<file path="src/rtl/uart_pkg.sv">
// Shared constants and types for the UART receiver.
package uart_pkg;

  localparam int unsigned OVS       = 16;
  localparam int unsigned DATA_BITS = 8;

  typedef enum logic [2:0] {
    StIdle,
    StStart,
    StData,
    StStop,
    StBreak
  } rx_state_e;

  // Oversample divisor, truncated; never below 1 so the tick generator stays legal.
  function automatic int unsigned ovs_div(input int unsigned clk_freq, input int unsigned baud);
    int unsigned div;
    div = clk_freq / (baud * OVS);
    return (div == 0) ? 1 : div;
  endfunction

endpackage

</file>
<file path="src/rtl/uart_rx_tick_gen.sv">
// Free-running 16x-baud oversample tick; clr re-phases the counter to zero.
module uart_rx_tick_gen #(
  parameter int unsigned DIV = 10
) (
  input  logic clk,
  input  logic rst,
  input  logic clr,
  output logic tick
);

  localparam int unsigned CntW = (DIV > 1) ? $clog2(DIV) : 1;
  localparam logic [CntW-1:0] CntMax = CntW'(DIV - 1);

  logic [CntW-1:0] cnt_q, cnt_d;

  always_comb begin
    cnt_d = cnt_q + CntW'(1);
    if (clr || (cnt_q == CntMax)) begin
      cnt_d = '0;
    end
  end

  always_ff @(posedge clk or negedge rst) begin
    if (!rst) begin
      cnt_q <= '0;
    end else begin
      cnt_q <= cnt_d;
    end
  end

  assign tick = (cnt_q == CntMax);

endmodule

</file>
<file path="src/rtl/uart_rx.sv">
// 8N1 UART receiver with 16x oversampling, one-byte holding register,
// framing-error and overrun pulses.
module uart_rx
  import uart_pkg::*;
#(
  parameter int unsigned CLK_FREQ = 100_000_000,
  parameter int unsigned BAUD     = 9600
) (
  input  logic       clk,
  input  logic       rst,
  input  logic       rx,
  output logic [7:0] rx_data,
  output logic       rx_valid,
  input  logic       rx_ready,
  output logic       framing_err,
  output logic       overrun
);

  localparam int unsigned OvsDiv = ovs_div(CLK_FREQ, BAUD);
  localparam int unsigned BitW   = $clog2(DATA_BITS);
  localparam logic [3:0] SMid    = 4'(OVS / 2 - 1);
  localparam logic [3:0] SLast   = 4'(OVS - 1);

  logic rx_meta_q, rx_s;
  logic tick, tick_clr;

  rx_state_e            state_q, state_d;
  logic [3:0]           s_cnt_q, s_cnt_d;
  logic [BitW-1:0]      bit_idx_q, bit_idx_d;
  logic [DATA_BITS-1:0] shift_q, shift_d;
  logic [DATA_BITS-1:0] rx_data_q, rx_data_d;
  logic                 rx_valid_q, rx_valid_d;
  logic                 framing_err_q, overrun_q, overrun_d;
  logic                 frame_good, frame_bad;

  uart_rx_tick_gen #(
    .DIV (OvsDiv)
  ) u_tick_gen (
    .clk  (clk),
    .rst  (rst),
    .clr  (tick_clr),
    .tick (tick)
  );

  always_ff @(posedge clk or negedge rst) begin
    if (!rst) begin
      rx_meta_q <= 1'b1;
      rx_s      <= 1'b1;
    end else begin
      rx_meta_q <= rx;
      rx_s      <= rx_meta_q;
    end
  end

  always_comb begin
    state_d    = state_q;
    s_cnt_d    = s_cnt_q;
    bit_idx_d  = bit_idx_q;
    shift_d    = shift_q;
    tick_clr   = 1'b0;
    frame_good = 1'b0;
    frame_bad  = 1'b0;
    unique case (state_q)
      StIdle: begin
        if (!rx_s) begin
          state_d  = StStart;
          s_cnt_d  = '0;
          tick_clr = 1'b1;
        end
      end
      StStart: begin
        if (tick) begin
          if (s_cnt_q == SMid) begin
            s_cnt_d   = '0;
            bit_idx_d = '0;
            // A line that is high again at mid-bit was only a glitch.
            state_d   = rx_s ? StIdle : StData;
          end else begin
            s_cnt_d = s_cnt_q + 4'd1;
          end
        end
      end
      StData: begin
        if (tick) begin
          if (s_cnt_q == SLast) begin
            shift_d   = {rx_s, shift_q[DATA_BITS-1:1]};
            s_cnt_d   = '0;
            bit_idx_d = bit_idx_q + BitW'(1);
            if (bit_idx_q == BitW'(DATA_BITS - 1)) begin
              state_d = StStop;
            end
          end else begin
            s_cnt_d = s_cnt_q + 4'd1;
          end
        end
      end
      StStop: begin
        if (tick) begin
          if (s_cnt_q == SLast) begin
            s_cnt_d = '0;
            if (rx_s) begin
              frame_good = 1'b1;
              state_d    = StIdle;
            end else begin
              frame_bad = 1'b1;
              state_d   = StBreak;
            end
          end else begin
            s_cnt_d = s_cnt_q + 4'd1;
          end
        end
      end
      StBreak: begin
        if (rx_s) begin
          state_d = StIdle;
        end
      end
      default: state_d = StIdle;
    endcase
  end

  // A consume in the completion cycle frees the slot for the new byte.
  always_comb begin
    rx_data_d  = rx_data_q;
    rx_valid_d = rx_valid_q;
    overrun_d  = 1'b0;
    if (frame_good) begin
      if (!rx_valid_q || rx_ready) begin
        rx_data_d  = shift_q;
        rx_valid_d = 1'b1;
      end else begin
        overrun_d = 1'b1;
      end
    end else if (rx_valid_q && rx_ready) begin
      rx_valid_d = 1'b0;
    end
  end

  always_ff @(posedge clk or negedge rst) begin
    if (!rst) begin
      state_q       <= StIdle;
      s_cnt_q       <= '0;
      bit_idx_q     <= '0;
      shift_q       <= '0;
      rx_data_q     <= '0;
      rx_valid_q    <= 1'b0;
      framing_err_q <= 1'b0;
      overrun_q     <= 1'b0;
    end else begin
      state_q       <= state_d;
      s_cnt_q       <= s_cnt_d;
      bit_idx_q     <= bit_idx_d;
      shift_q       <= shift_d;
      rx_data_q     <= rx_data_d;
      rx_valid_q    <= rx_valid_d;
      framing_err_q <= frame_bad;
      overrun_q     <= overrun_d;
    end
  end

  assign rx_data     = rx_data_q;
  assign rx_valid    = rx_valid_q;
  assign framing_err = framing_err_q;
  assign overrun     = overrun_q;

endmodule

</file>
<file path="config.mk">
export PLATFORM = sky130hd
export DESIGN_NAME = uart_rx
export DESIGN_NICKNAME = d
export VERILOG_FILES = /design/src/rtl/uart_pkg.sv /design/src/rtl/uart_rx_tick_gen.sv /design/src/rtl/uart_rx.sv
export SDC_FILE = /design/constraint.sdc
export NUM_CORES = 1
export LEC_CHECK = 0
export CORE_MARGIN = 2
export CORE_UTILIZATION = 45
export CTS_CLUSTER_SIZE = 8
export DETAILED_ROUTE_END_ITERATION = 7
export MAX_ROUTING_LAYER = met4
export PLACE_DENSITY_LB_ADDON = 0.05
export SLEW_MARGIN = 25
export SYNTH_ARGS = -nofsm -noshare
export SYNTH_HDL_FRONTEND = slang
export SYNTH_SLANG_ARGS = --single-unit
</file>
<file path="constraint.sdc">
create_clock -name clk -period 5.35 [get_ports clk]
set_input_delay 1.07 -clock clk [delete_from_list [all_inputs] [get_ports clk]]
set_output_delay 1.07 -clock clk [all_outputs]
set_load 0.01 [all_outputs]
</file>
Word level (Yosys, flattened, before mapping). Cells that the tools add are included.

Input bits: 4. Output and inout bits: 11. Bits in latches: 0. Memory bits (read-only): 0. Flip-flop bits (word level): 41. Memories kept: 0. Memory bits (writable): 0. Word-level logic and storage cells: 86.

Shift operators: 0. Muxes and demuxes: 38. Reductions and logical operators: 15. Magnitude comparators: 0. Equal/unequal tests: 19. Div/mod/pow operators: 0. Multiply operators: 0. Bitwise gates (word level): 0. $add $sub $neg: 3.

Operators by type and width (count): $mux W3 (14); $mux W4 (5); $ne A2 B2 Y1 const B (9); $pmux W3 S5 (1); $mux W1 (14); $pmux W4 S3 (1); $add A10 B1 Y10 const B (1); $eq A10 B10 Y1 const B (1); $mux W10 (1); $reduce_and A9 Y1 (1); $eq A3 B2 Y1 const B (2); $eq A3 B3 Y1 const B (2); $pmux W3 S2 (1); $reduce_and A5 Y1 (1); $add A4 B1 Y4 const B (1); $eq A4 B3 Y1 const B (1); $eq A4 B4 Y1 const B (1); $ne A2 B1 Y1 const B (2); $reduce_and A2 Y1 (2); $reduce_and A4 Y1 (1); $reduce_bool A2 Y1 (2); $add A3 B1 Y3 const B (1); $eq A3 B1 Y1 const B (1); $logic_not A3 Y1 (1); 7 further kinds (8).

Logic depth before layout (Yosys ltp). Gate-level depths: netlist of the first run.

Depth after elaboration: 6. Gate-level depth with buffers: 6. Gate-level depth less buffers: 5.

Cells and area by module. Synthesis of the first run repeated with hierarchy kept, for this count alone.

Cell total of the unflattened synthesis: 160. Area total of the unflattened synthesis: 1948.1 µm².

By module, submodules not included: uart_rx (seq. area each 778.2 µm², area each 1435.1 µm², times used 1, cells an instance 109); uart_rx_tick_gen (seq. area each 250.2 µm², area each 513.0 µm², times used 1, cells an instance 51).

Worst setup path after synthesis of the first run. No wires, ideal clock.

Path type: input -> register. Start: in rx_ready. End: reg rx_data_q[0] (netlist: rx_data[0]). Buffers on the path: 0. Arrival: 1.985 ns. Cell stages on the path: 4. Slack: 3.240 ns. Required time: 5.225 ns. Cells stage by stage: nor2b_1 > nand2b_1 > nor4_4 > mux2_2.

Longest elaborated chain between the ends: 2.

Ends and longest elaborated chain: start, declared (RTL line uart_rx.sv:14) `input logic rx_ready,`; $logic_or A1 B1 Y1 (RTL line uart_rx.sv:128) `if (!rx_valid_q || rx_ready) begin`; $reduce_and A2 Y1 (no line); end signal, assigned (RTL line uart_rx.sv:154) `rx_data_q <= rx_data_d;`; end, declared (RTL line uart_rx.sv:31) `logic [DATA_BITS-1:0] rx_data_q, rx_data_d;`.

Every way passes these cells. A chain may end at the register's enable or synchronous reset.

Final worst setup path of the first run.
Start: in rx_ready. End: reg rx_data_q[5] (netlist: rx_data[5]).

The elaborated chain is that of the path after synthesis.

==> results, run 1 <==
- The floorplan row count is 23.
- Buffers added to address setup during post-CTS repair amount to 0.
- The slowest stage of the critical path is the sky130_fd_sc_hd__clkdlybuf4s50_1 cell.
- Together, buffers and inverters on the worst path number 1.
- The number of max-slew violations in the final report is 0.
- The DRC violation total after the first TritonRoute iteration is 82.
- The fraction of power consumed by combinational cells is 1.6%.
- The synthesis-to-finish area growth is 13.75%.
- The sequential power share is 59.8%.
- Setup violations remaining at the end of the flow were counted as 0.
- The H-tree was split into 2 levels.
- The completed layout was analyzed and its total power is 0.5222 mW.
- The maximum clock skew at final layout is 0.007807 ns.
- The worst hold-check path type is reg2reg.
- The overall routing resource usage is 16.31%.
- The wire length per cell is 14.58 um.
- The library cell used most frequently in the layout, excluding fill and tap cells, is sky130_fd_sc_hd__dfrtp_1.
- Dividing the synthesized area by the synthesized cell count gives 11.73 um^2.
- Hold is met by 0.3589 ns.
- The number of violations of the max-capacitance limit is 0.
- The first-pass GRT wire length is 6168 um.
- Data arrives at the worst endpoint at 2.59 ns.
- Grouping stages by cell kind, the critical path spends the most delay in simple AND/OR/NAND/NOR gates.
- The fraction of layout instances using a drive strength above 1 is 19.13%.
- Clock latency on the worst-skew pair, taken at its later pin, is 0.28 ns.
- The placed wire-length estimate is 2404 um.
- The routed layout has 1252 vias.
- The analysis attributes to cell leakage a power of 1.049 nW.
- The final core utilization is 54.19%.
- The fraction of the yosys area taken by sequential cells is 52.83%.
- The longest clock path from root to sink contains 2 buffers.
- The mean number of vias per cell is 5.373.
- The internal portion of the total power is 0.4183 mW.
- IR analysis of the VDD net gives a maximum drop of 129.0 uV.
- Once the floorplan was initialized, standard cells occupied 47.64% of the core.
- The critical path is of the in2reg type.
- The post-route clock period utilization is 45.15%.
- In the post-route analysis, the smallest setup slack over all paths is 2.935 ns.
- The final count of hold timing violations is 0.
- The post-cts resize count is 0.
- Setup repair after global routing left no endpoint under its margin.
- Entering global routing, the biggest net connects 42 pins.
- In this run, synthesis produced a sequential element count of 41.
- The number of hold buffers added after cts is 0.
- The flow ran to the end, and the final reports show no timing, DRC or antenna violations.
- The area of the mapped netlist is 1947 um^2.
- The die outline width is 69.78 um.
- The count of distinct cell types in the synthesized netlist is 40.
- The proportion of total power due to net switching is 19.90%.
- The total wire length after detailed routing is 3398 um.
- The area of the die is 4869 um^2.
- The number of nets in the final layout is 191.
- The via count of the first global-routing pass is 1309.
- The power density normalized to cell area is 235.8 nW/um^2.
- The tree is rooted in a sky130_fd_sc_hd__clkbuf_8.
- The first-pass detailed-route iteration total is 4.
- Timing analysis after detailed placement gives a worst setup slack of 2.603 ns.
- The chip height is 69.78 um.
- The number of top-level pins is 15.
- The fraction of synthesized cell area taken by the top area cell type is 50.13%.
- The DRC violation count after routing is 0.
- For the pin with the worst max-slew slack, the measured transition is 0.8682 ns.
- The weighted congestion reported at the end of routability-driven placement is 0.7890.
- The synthesized netlist net count is 175.
- For the worst setup path, the data required time is 5.52 ns.
- The post-synthesis instance total is 166.
- After clock tree synthesis, the clock-pin slew on the worst setup and hold paths is 0.07 ns.
- The number of sinks on the clock net is 41.
- Of all cell types, the one taking the most synthesized area is sky130_fd_sc_hd__dfrtp_1.
- The worst setup path is captured at a register.
- The remaining antenna violation count is 0.
- Input and output buffers added on the ports amount to 14.
- The final antenna diode count is 0.
- The number of antenna violations at the first check in global routing is 0.
- Walking the worst path, the cells encountered are clkdlybuf4s50_1, nor2b_1, nand2b_1, nor4_4, mux2_2.
- The worst path in the final design needs a cycle of 2.415 ns, including I/O delays and setup.
- The floorplan core area is 4086 um^2.
- After synthesis, the cell types taking the most area are sky130_fd_sc_hd__dfrtp_1 50%, sky130_fd_sc_hd__mux2_2 9.3%, sky130_fd_sc_hd__nor2_1 3.5%.
- The number of CTS-inserted buffers is 5.
- The startpoint class of the critical path is an input port.
- The max-slew headroom at the worst pin is 42.12%.
- The highest cell delay on the worst timing path is 0.45 ns.
- For this run, the top clock speed supported by timing is 414.0 MHz.
- In this run the power spent charging and discharging nets is 0.1039 mW.
- The count of warnings emitted by yosys is 0.
- The final setup TNS is 0 ns.
- The top cell types in the final layout, fill and taps aside, are 39 x sky130_fd_sc_hd__dfrtp_1, 18 x sky130_fd_sc_hd__nor2_1, 16 x sky130_fd_sc_hd__mux2_2, 14 x sky130_fd_sc_hd__nand2_1, 13 x sky130_fd_sc_hd__clkdlybuf4s50_1.
- The TritonCTS clock tree is done.
- The worst-path maximum fanout is 8.
- The clock network accounts for 38.6% of the total power.
- Global routing finished with a remaining overflow of 0.
## synth_stat cells
| master | number |
|---|---|
| sky130_fd_sc_hd__o21ai_0 | 5 |
| sky130_fd_sc_hd__mux2_4 | 3 |
| sky130_fd_sc_hd__dfstp_2 | 2 |
| sky130_fd_sc_hd__a21o_1 | 2 |
| sky130_fd_sc_hd__mux2i_1 | 1 |
| sky130_fd_sc_hd__o221ai_1 | 1 |
| sky130_fd_sc_hd__nor2_1 | 18 |
| sky130_fd_sc_hd__and3_1 | 5 |
| sky130_fd_sc_hd__a21oi_1 | 3 |
| sky130_fd_sc_hd__xor2_1 | 2 |
| sky130_fd_sc_hd__buf_2 | 1 |
| sky130_fd_sc_hd__nand3b_1 | 1 |
| sky130_fd_sc_hd__mux2_2 | 16 |
| sky130_fd_sc_hd__nor4_4 | 1 |
| sky130_fd_sc_hd__and3b_1 | 1 |
| sky130_fd_sc_hd__nand4_4 | 1 |
| sky130_fd_sc_hd__nor3_1 | 3 |
| sky130_fd_sc_hd__nand2b_1 | 3 |
| sky130_fd_sc_hd__nand3_1 | 6 |
| sky130_fd_sc_hd__xnor2_1 | 6 |
| sky130_fd_sc_hd__nor4b_4 | 1 |
| sky130_fd_sc_hd__or4b_2 | 1 |
| sky130_fd_sc_hd__clkbuf_1 | 4 |
| sky130_fd_sc_hd__nand4_1 | 1 |
| sky130_fd_sc_hd__nor3b_2 | 1 |
| sky130_fd_sc_hd__or3_1 | 3 |
| sky130_fd_sc_hd__ha_1 | 5 |
| sky130_fd_sc_hd__o2111ai_1 | 1 |
| sky130_fd_sc_hd__inv_1 | 2 |
| sky130_fd_sc_hd__a211o_1 | 1 |
| sky130_fd_sc_hd__nand2_1 | 14 |
| sky130_fd_sc_hd__o311ai_0 | 3 |
| sky130_fd_sc_hd__or4b_4 | 1 |
| sky130_fd_sc_hd__a31oi_1 | 1 |
| sky130_fd_sc_hd__nor3_2 | 1 |
| sky130_fd_sc_hd__nor2b_1 | 2 |
| sky130_fd_sc_hd__and2_1 | 1 |
| sky130_fd_sc_hd__o2bb2ai_1 | 1 |
| sky130_fd_sc_hd__dfrtp_1 | 39 |
| sky130_fd_sc_hd__nor4_1 | 2 |
## stage by stage
step                      area [um^2]  std cells
after CTS                        2215        233
after detailed placement         2125        225
final                            2215        233
after floorplan                  1947        166
after global placement           2125        225
after global routing             2215        233
## per-layer routing
layer | GRT usage (%) | vias to the layer above | share of wire (%)
met3 | 4.360 | 4 | 3.2
met1 | 19.76 | 605 | 47
met2 | 25.71 | 22 | 49
met5 | - | - | 0
li1 | - | 621 | -
met4 | 7.051 | 0 | 1.4
## sequential cells by signal, indices dropped and copies added (netlist names)
name              cells
bit_idx_q             3
framing_err           1
overrun               1
rx_data               8
rx_meta_q             1
rx_s                  1
rx_valid              1
s_cnt_q               4
shift_q               8
state_q               3
u_tick_gen.cnt_q     10
## cell type report
cell class                      instances  area [um^2]
Fill cell                             362         1872
Timing Repair Buffer                   14        135.1
Sequential cell                        41         1028
Inverter                                2        7.507
Multi-Input combinational cell        118        890.9
Tap cell                               50        62.56
Clock buffer                            8        90.09
## worst paths after layout
path                                     start             endpoint  slack, ns  depth (start not counted)
max                                   rx_ready           rx_data[5]       2.93                          5
min                                  rx_meta_q                 rx_s       0.36                          0
max reg2reg                u_tick_gen.cnt_q[4]           shift_q[1]       3.04                          4
min reg2reg                          rx_meta_q                 rx_s       0.36                          0
max in group asynchronous                  rst  u_tick_gen.cnt_q[1]       3.90                          1
min in group asynchronous                  rst           s_cnt_q[2]       0.89                          1
## power groups by stage
stage | logic (mW) | clock network, mW | registers, mW
global placement | 0.00898 | 0 | 0.318
CTS | 0.00902 | 0.211 | 0.312
floorplan | 0.00106 | 0 | 0.318
finish | 0.00839 | 0.202 | 0.312
detailed placement | 0.00903 | 0 | 0.318
global route | 0.0102 | 0.224 | 0.312
## kinds of logic (layout without fill, tap and decap cells)
group	after synthesis	count (layout)	share of synthesized area [%]
and+or+nand+nor	67	67	20.57
buffers and inverters	7	24	1.414
AOI/OAI and AO/OA	18	18	6.298
DFF	41	41	52.83
muxes	20	20	12.08
adders and majority gates	5	5	3.213
xor gates and xnor gates	8	8	3.599
Note: power is estimated with default switching activity, not from simulation.
==> inputs of run 2 (changes only) <==
clock period = 2.1 ns   (was 5.35 ns; I/O delays follow)
==> run 2 against run 1 <==
Count of clock-buffer cells in the layout decreased by 2. Cell count is 5.2% higher. First-iteration DRC count up 4.9%. Critical endpoint is now bit_idx_q[2].
==> results, run 2 (synthesized netlist as in run 1, its figures left out) <==
- Clock tree synthesis inserted a total of 5 buffers.
- The tree is rooted in a sky130_fd_sc_hd__clkbuf_8.
- Power spread over the standard cell area amounts to 616.2 nW/um^2.
- Walking the worst path, the cells encountered are nor4b_4, nand4_4, or4b_4, mux2_4.
- For this run, the slowest stage of the critical path takes 0.57 ns.
- Measured along the y axis, the die boundary spans 69.78 um.
- The maximum clock skew at final layout is 0.005652 ns.
- STA classifies the critical path startpoint as a register.
- The placed cell area is 2192 um^2.
- In this run the remaining antenna-violating nets after routing total 0.
- For this configuration, the core starts out at a cell density of 47.64%.
- The maximum root-to-sink buffer count is 2.
- The arrival time at the worst endpoint is 2.19 ns.
- For this design, the slowest cell found on the critical path is sky130_fd_sc_hd__or4b_4.
- Ranked by flip-flop count, first place goes to u_tick_gen.cnt_q.
- The worst hold-check path type is in2async.
- In the finished design, the share of the clock period the worst path needs comes to 95.52%.
- The kind of capture point of the worst setup path is a register.
- After detailed routing, the number of remaining DRC violations is 0.
- The register with the most flip-flops in the layout has 10 of them.
- The floorplan row count is 23.
- Routability-driven placement finished with a final weighted congestion of 0.8688.
- The area growth from synthesis to layout is 19.47%.
- The floorplan core area is 4086 um^2.
- In the global route stage, met2 resource usage came out at 25.61%.
- For met1 alone, demand over resource in global routing was 20.09%.
- The max-slew headroom at the worst pin is 67.33%.
- The floorplan step set the die width to 69.78 um.
- Clock-pin slew was measured on the worst setup and hold paths at 0.08 ns.
- Cells with a size suffix above 1 make up 25.64% of the layout.
- Summed over all nets, the half-perimeter wirelength after detailed placement is 2397 um.
- The multi-input combinational cell area is 893.4 um^2.
- The worst setup path is of the reg2reg kind.
- The wire length per cell is 14.15 um.
- The reported leakage power is 1.111 nW.
- Global routing finished with a remaining overflow of 0.
- Across all layers, the routed design uses 1331 vias.
- The mean number of vias per cell is 5.433.
- Counting the fill cells in the layout gives 343.
- The maximum frequency from static timing analysis is 498.5 MHz.
- The final setup TNS is 0 ns.
- The level count of the clock H-tree is 2.
- The final design area excluding fillers is 2326 um^2.
- The repair_antennas step left the layout with diodes totalling 0.
- The count of buffers added on input and output ports is 14.
- In this run, post-CTS hold repair placed 0 buffers.
- In the layout the commonest cells are 38 x sky130_fd_sc_hd__dfrtp_1, 18 x sky130_fd_sc_hd__nor2_1, 16 x sky130_fd_sc_hd__mux2_2, 14 x sky130_fd_sc_hd__nand2_1, 13 x sky130_fd_sc_hd__clkdlybuf4s50_1.
- After layout, the design draws a total of 1.433 mW.
- The slew at the pin closest to its max-slew limit is 0.4901 ns.
- The final count of hold timing violations is 0.
- The overall routing resource usage is 16.20%.
- The final layout contains routed wiring with a total length of 3466 um.
- The maximum number of pins on one net before global-route repair is 42.
- The flow ran to the end, and the final reports show no timing, DRC or antenna violations.
- TritonCTS built the clock tree.
- The most common cell after layout, fill and taps aside is sky130_fd_sc_hd__dfrtp_1.
- CTS saw 41 sinks.
- The routed design could run at a clock period as short as 2.006 ns.
- The via count of the first global-routing pass is 1331.
- Across the VDD grid, the largest voltage drop is 398.4 uV.
- The tightest hold path in the finished design has a slack of 0.1709 ns.
- The die covers 4869 um^2.
- In this run the count of I/O pins placed on the die edge is 15.
- Setup violations remaining at the end of the flow were counted as 0.
- The number of max-slew violations in the final report is 0.
- Setup repair after global routing left no endpoint under its margin.
- The met3 usage is 3.924%.
- The clock insertion delay at the later pin of the skew report is 0.29 ns.
- In this run the worst path has a maximum fanout of 8.
- The total area of sequential cells is 1030 um^2.
- The number of violations of the max-capacitance limit is 0.
- After the first detailed-routing iteration, the DRC count stood at 86.
- The first-pass detailed-route iteration total is 4.
- STA puts the critical path data required time at 2.28 ns.
- The most crowded layer after global routing is met2.
- The first-pass GRT wire length is 6072 um.
- The final layout contains 203 nets.
- The number of antenna violations at the first check in global routing was 0.
[run 2: where the power goes]
group	total (mW)	switching [mW]	internal [mW]
sequential	0.795	0.00240	0.792
combinational	0.0230	0.0167	0.00620
clock	0.616	0.263	0.353
total	1.43	0.282	1.15
[run 2: routing by layer]
metal  vias to the layer above  wire length [um]
met5                         -                 0
met4                         0                38
met3                         3                91
met2                        14              1660
met1                       668              1675
li1                        646                 -
[run 2: critical path: cells and delay by family, from the launching register on]
kind | cells | cell delay, ns
simple gates | 3 | 1.13
flops | 1 | 0.45
mux | 1 | 0.32
[run 2: path summary, 6_finish.rpt]
check,startpoint,to,slack [ns],cells after the start
hold reg to reg,rx_meta_q,rx_s,0.36,0
setup reg to reg,u_tick_gen.cnt_q[5],bit_idx_q[2],0.09,4
setup / recovery,u_tick_gen.cnt_q[5],bit_idx_q[2],0.09,4
max in group asynchronous,rst,u_tick_gen.cnt_q[5],1.56,2
hold / removal,rst,bit_idx_q[0],0.17,2
min in group clk,rx_meta_q,rx_s,0.36,0
[run 2: metrics by stage]
step | std cells | setup slack, ns | utilization, %
floorplan | 166 | 0.1715 | -
global placement | 234 | 0.08594 | 53.64
detailed placement | 234 | 0.06108 | 53.64
CTS | 242 | 0.04980 | 56.28
global route | 245 | 0.006358 | 56.92
finish | 245 | 0.09405 | 56.92
[run 2: area by class of cell]
class | instances | share of cell area [%]
Clock buffer | 6 | 3.120
Clock inverter | 2 | 1.506
Inverter | 2 | 0.3228
Multi-Input combinational cell | 118 | 38.41
Sequential cell | 41 | 44.27
Tap cell | 50 | 2.690
Timing Repair Buffer | 26 | 9.683
[run 2: repair_timing]
| action | in CTS | in global routing |
|---|---|---|
| resized for setup | 0 | 3 |
| setup buffers | 0 | 3 |
| setup endpoints to repair | 0 | 3 |
==> inputs of run 3 (changes only) <==
ABC_AREA = 1   (was default)
GPL_TIMING_DRIVEN = 0   (was default)
==> run 3 against run 2 <==
Synthesized cell count grew 44%. Register-to-register slack gained 0.34 ns. Clock skew shrank 0.0010 ns. Total power grew 2.7%. Largest cell class unchanged.
==> results, run 3 <==
- The run finished with clean final reports.
- The via count is 1531.
- The weighted congestion reported at the end of routability-driven placement is 0.8075.
- In this run the tool buffered the top-level ports with 14 buffer cells.
- The final core utilization is 54.40%.
- For this run, the slowest stage of the critical path takes 0.45 ns.
- Prior to clock tree synthesis, the placed netlist has a worst setup slack of 0.4258 ns.
- The worst register-to-register path begins at u_tick_gen.cnt_q[0].
- The post-route netlist has 11.83% of its cells at a drive strength greater than 1.
- The overall routing resource usage is 17.23%.
- Global routing consumed, on the met3 layer, 3.419% of the routing resources.
- The post-route clock period utilization is 79.30%.
- The total overflow left after global routing is 0.
- A synthesized cell averages 8.470 um^2.
- The number of CTS-inserted buffers is 5.
- The clock insertion delay at the later pin of the skew report is 0.28 ns.
- The starting density of the core is 46.49%.
- The via count of the first global-routing pass is 1504.
- For this block, the initial DRC count from the detailed router was 61.
- The reg-to-reg critical path endpoint is shift_q[4].
- After clock tree synthesis, the clock-pin slew on the worst setup and hold paths is 0.08 ns.
- The number of violations of the max-capacitance limit is 0.
- In this run the horizontal extent of the chip is 71.07 um.
- The number of max-slew violations in the final report was 0.
- The count of warnings emitted by yosys is 0.
- The clock passes through at most 2 buffers.
- Setup violations remaining at the end of the flow were counted as 0.
- The signal on the critical path passes through inv_1, ha_1, nand3_1, nor3_2, buf_6, nand2_4, nand2_1, o21ai_2.
- The synthesized netlist net count is 248.
- The slew at the pin closest to its max-slew limit is 0.5210 ns.
- Along the worst path, the maximum fanout reaches 10.
- The fraction of the yosys area taken by sequential cells is 50.80%.
- The wire length per cell is 11.66 um.
- The slowest stage of the critical path is the sky130_fd_sc_hd__dfrtp_1 cell.
- The number of sinks on the clock net is 41.
- The most area-hungry cell type in the Yosys netlist is sky130_fd_sc_hd__dfrtp_1.
- The placed wire-length estimate is 2749 um.
- The final count of hold timing violations came to 0.
- The TritonCTS clock tree is done.
- The register with the most flip-flops is u_tick_gen.cnt_q.
- Hold repair after CTS inserted 0 buffers.
- The number of cells traversed by the worst register-to-register path is 8.
- The routed design could run at a clock period as short as 1.665 ns.
- In this run the clock root is driven by a sky130_fd_sc_hd__clkbuf_8.
- Counting flops with an async set or reset pin after synthesis yields a share of 100.0%.
- The H-tree was split into 2 levels.
- After detailed routing, the total wire length is 3660 um.
- The count of distinct cell types in the synthesized netlist is 26.
- The placed cell area is 2252 um^2.
- The register with the most flip-flops in the layout has 10 of them.
- Entering global routing, the biggest net connects 22 pins.
- After clock tree synthesis, the repair step resized 0 gates.
- The number of antenna violations at the first check in global routing is 0.
- STA classifies the critical path endpoint as a register.
- The DRC violation count after routing is 0.
- The min-delay analysis places its worst path in the category in2async.
- The floorplan core area is 4354 um^2.
- In the global route stage, met2 resource usage came out at 26.79%.
- The first-pass GRT wire length is 6755 um.
- The number of top-level pins is 15.
- Power spread over the standard cell area amounts to 621.3 nW/um^2.
- The fraction of synthesized cell area taken by the top area cell type is 48.21%.
- In this run, synthesis produced a sequential element count of 41.
- The count of buffers added by post-CTS timing repair for setup is 0.
- The maximum frequency from static timing analysis is 600.5 MHz.
- The arrival time at the worst endpoint is 1.84 ns.
- The critical path start-end classification is reg2reg.
- Across all setup checks in the final design, the least slack found is 0.4347 ns.
- The die covers 5051 um^2.
- In this run the cell area of the synthesized design comes to 2024 um^2.
- The flop-to-flop setup slack is 0.43 ns.
- The final antenna diode count is 0.
- The global routing stage identified its most utilized layer as met2.
- The met1 usage in global routing is 22.48%.
- Yosys attributes the largest share of cell area to sky130_fd_sc_hd__dfrtp_1 48%, sky130_fd_sc_hd__nand2_1 13%, sky130_fd_sc_hd__nand3_1 4.7%.
- Using the TritonRoute via totals, the vias-per-cell ratio works out to 4.876.
- The die is 71.07 um tall.
- The maximum clock skew at final layout is 0.004616 ns.
- Summed over all cells, the static leakage comes to 1.155 nW.
- The most common cell after layout, fill and taps aside is sky130_fd_sc_hd__nand2_1.
- At the worst endpoint, the required time is 2.28 ns.
- The worst-case IR drop observed on VDD is 421.5 uV.
- Measured against its own limit, the worst slew margin works out to 65.27%.
- sky130_fd_sc_hd__nand2_1 is the most common cell in the netlist.
- The synthesis-to-finish area growth is 17.00%.
- The finished cells cover 2369 um^2.
- The remaining antenna violation count is 0.
- The initialized floorplan defines 24 standard-cell rows.
- The first TritonRoute pass finished after 4 iterations.
- At the end of the flow, the number of nets in the layout was 270.
- In the synthesized netlist the dominant register cell turns out to be sky130_fd_sc_hd__dfrtp_1.
- The top cell types in the final layout, fill and taps aside, are 70 x sky130_fd_sc_hd__nand2_1, 39 x sky130_fd_sc_hd__dfrtp_1, 23 x sky130_fd_sc_hd__nor2_1, 22 x sky130_fd_sc_hd__inv_1, 19 x sky130_fd_sc_hd__nand3_1.
- The count of flip-flops with a built-in enable after synthesis is 0.
- STA classifies the critical path startpoint as a register.
- After synthesis, the most frequently instantiated cells are 70 x sky130_fd_sc_hd__nand2_1, 39 x sky130_fd_sc_hd__dfrtp_1, 23 x sky130_fd_sc_hd__nor2_1.
- Setup repair after global routing left no endpoint under its margin.
- The post-synthesis instance total is 239.
run 3: changes by cell type in the layout (fill, tap and decap cells not counted), moves of 4 or more:
cell / before / now
sky130_fd_sc_hd__nand2_1: 14 / 70
sky130_fd_sc_hd__inv_1: 2 / 22
sky130_fd_sc_hd__mux2_2: 16 / 0
sky130_fd_sc_hd__nand3_1: 6 / 19
sky130_fd_sc_hd__nand4_1: 1 / 14
sky130_fd_sc_hd__buf_4: 12 / 0
sky130_fd_sc_hd__and3_1: 5 / 0
sky130_fd_sc_hd__nor2_1: 18 / 23
sky130_fd_sc_hd__nand2_2: 0 / 4
sky130_fd_sc_hd__nor2_4: 0 / 4
sky130_fd_sc_hd__o21ai_2: 0 / 4
sky130_fd_sc_hd__xnor2_1: 6 / 2
run 3: worst max path at each step:
stage,from,endpoint,cells after the start
finish,u_tick_gen.cnt_q[0],shift_q[4],8
detailed placement,u_tick_gen.cnt_q[0],shift_q[4],8
CTS,u_tick_gen.cnt_q[0],shift_q[4],8
global placement,rst,s_cnt_q[2],1
global route,u_tick_gen.cnt_q[0],shift_q[1],8
floorplan,u_tick_gen.cnt_q[0],shift_q[7],8
run 3: cell families (layout without fill, tap and decap cells):
| kind of cell | after synthesis | in the layout | share of synthesized area, % |
|---|---|---|---|
| adder cells (fa/ha/maj) | 5 | 5 | 3.090 |
| AO/OA/AOI/OAI | 14 | 14 | 4.203 |
| buffers and inverters | 27 | 50 | 5.439 |
| flip-flops | 41 | 41 | 50.80 |
| XOR/XNOR | 5 | 5 | 2.164 |
| AND/OR/NAND/NOR | 147 | 147 | 34.30 |
run 3: per-layer routing:
metal / vias to the layer above / wire, um / share of wire, %
li1: 821 / - / -
met1: 689 / 1848 / 50
met2: 17 / 1664 / 45
met3: 4 / 103 / 2.8
met4: 0 / 43 / 1.2
met5: - / 0 / 0
run 3: final cells by class:
cell class	instances	area (um^2)
flip-flops and latches	41	1028
multi-input cells	171	885.9
inverters	24	90.09
fillers	439	1986
clock inverters	1	30.03
well taps	52	65.06
repair buffers	15	162.7
clock buffers	7	86.33
plain buffers	3	20.02
run 3: power by group:
group	switching, mW	internal [mW]
Clock	0.261	0.388
Sequential	0.00173	0.792
Combinational	0.0188	0.00964
Total	0.282	1.19
run 3: worst max-delay path, delay by kind of cell, from the launching register on:
family | cells | cell delay, ns
buf+inv | 2 | 0.27
fa+ha+maj | 1 | 0.15
simple gates | 4 | 0.64
flops | 1 | 0.45
compound gates | 1 | 0.05
run 3: metrics by stage:
step	std cells	hold WS, ns	setup TNS, ns	power, mW
after floorplan	239	0.1244	0	0.8117
after global placement	305	0.3495	-18.58	0.8342
after detailed placement	306	0.3493	0	0.8397
after CTS	314	0.1049	0	1.503
after global routing	314	0.1304	0	1.540
final	314	0.1036	0	1.471
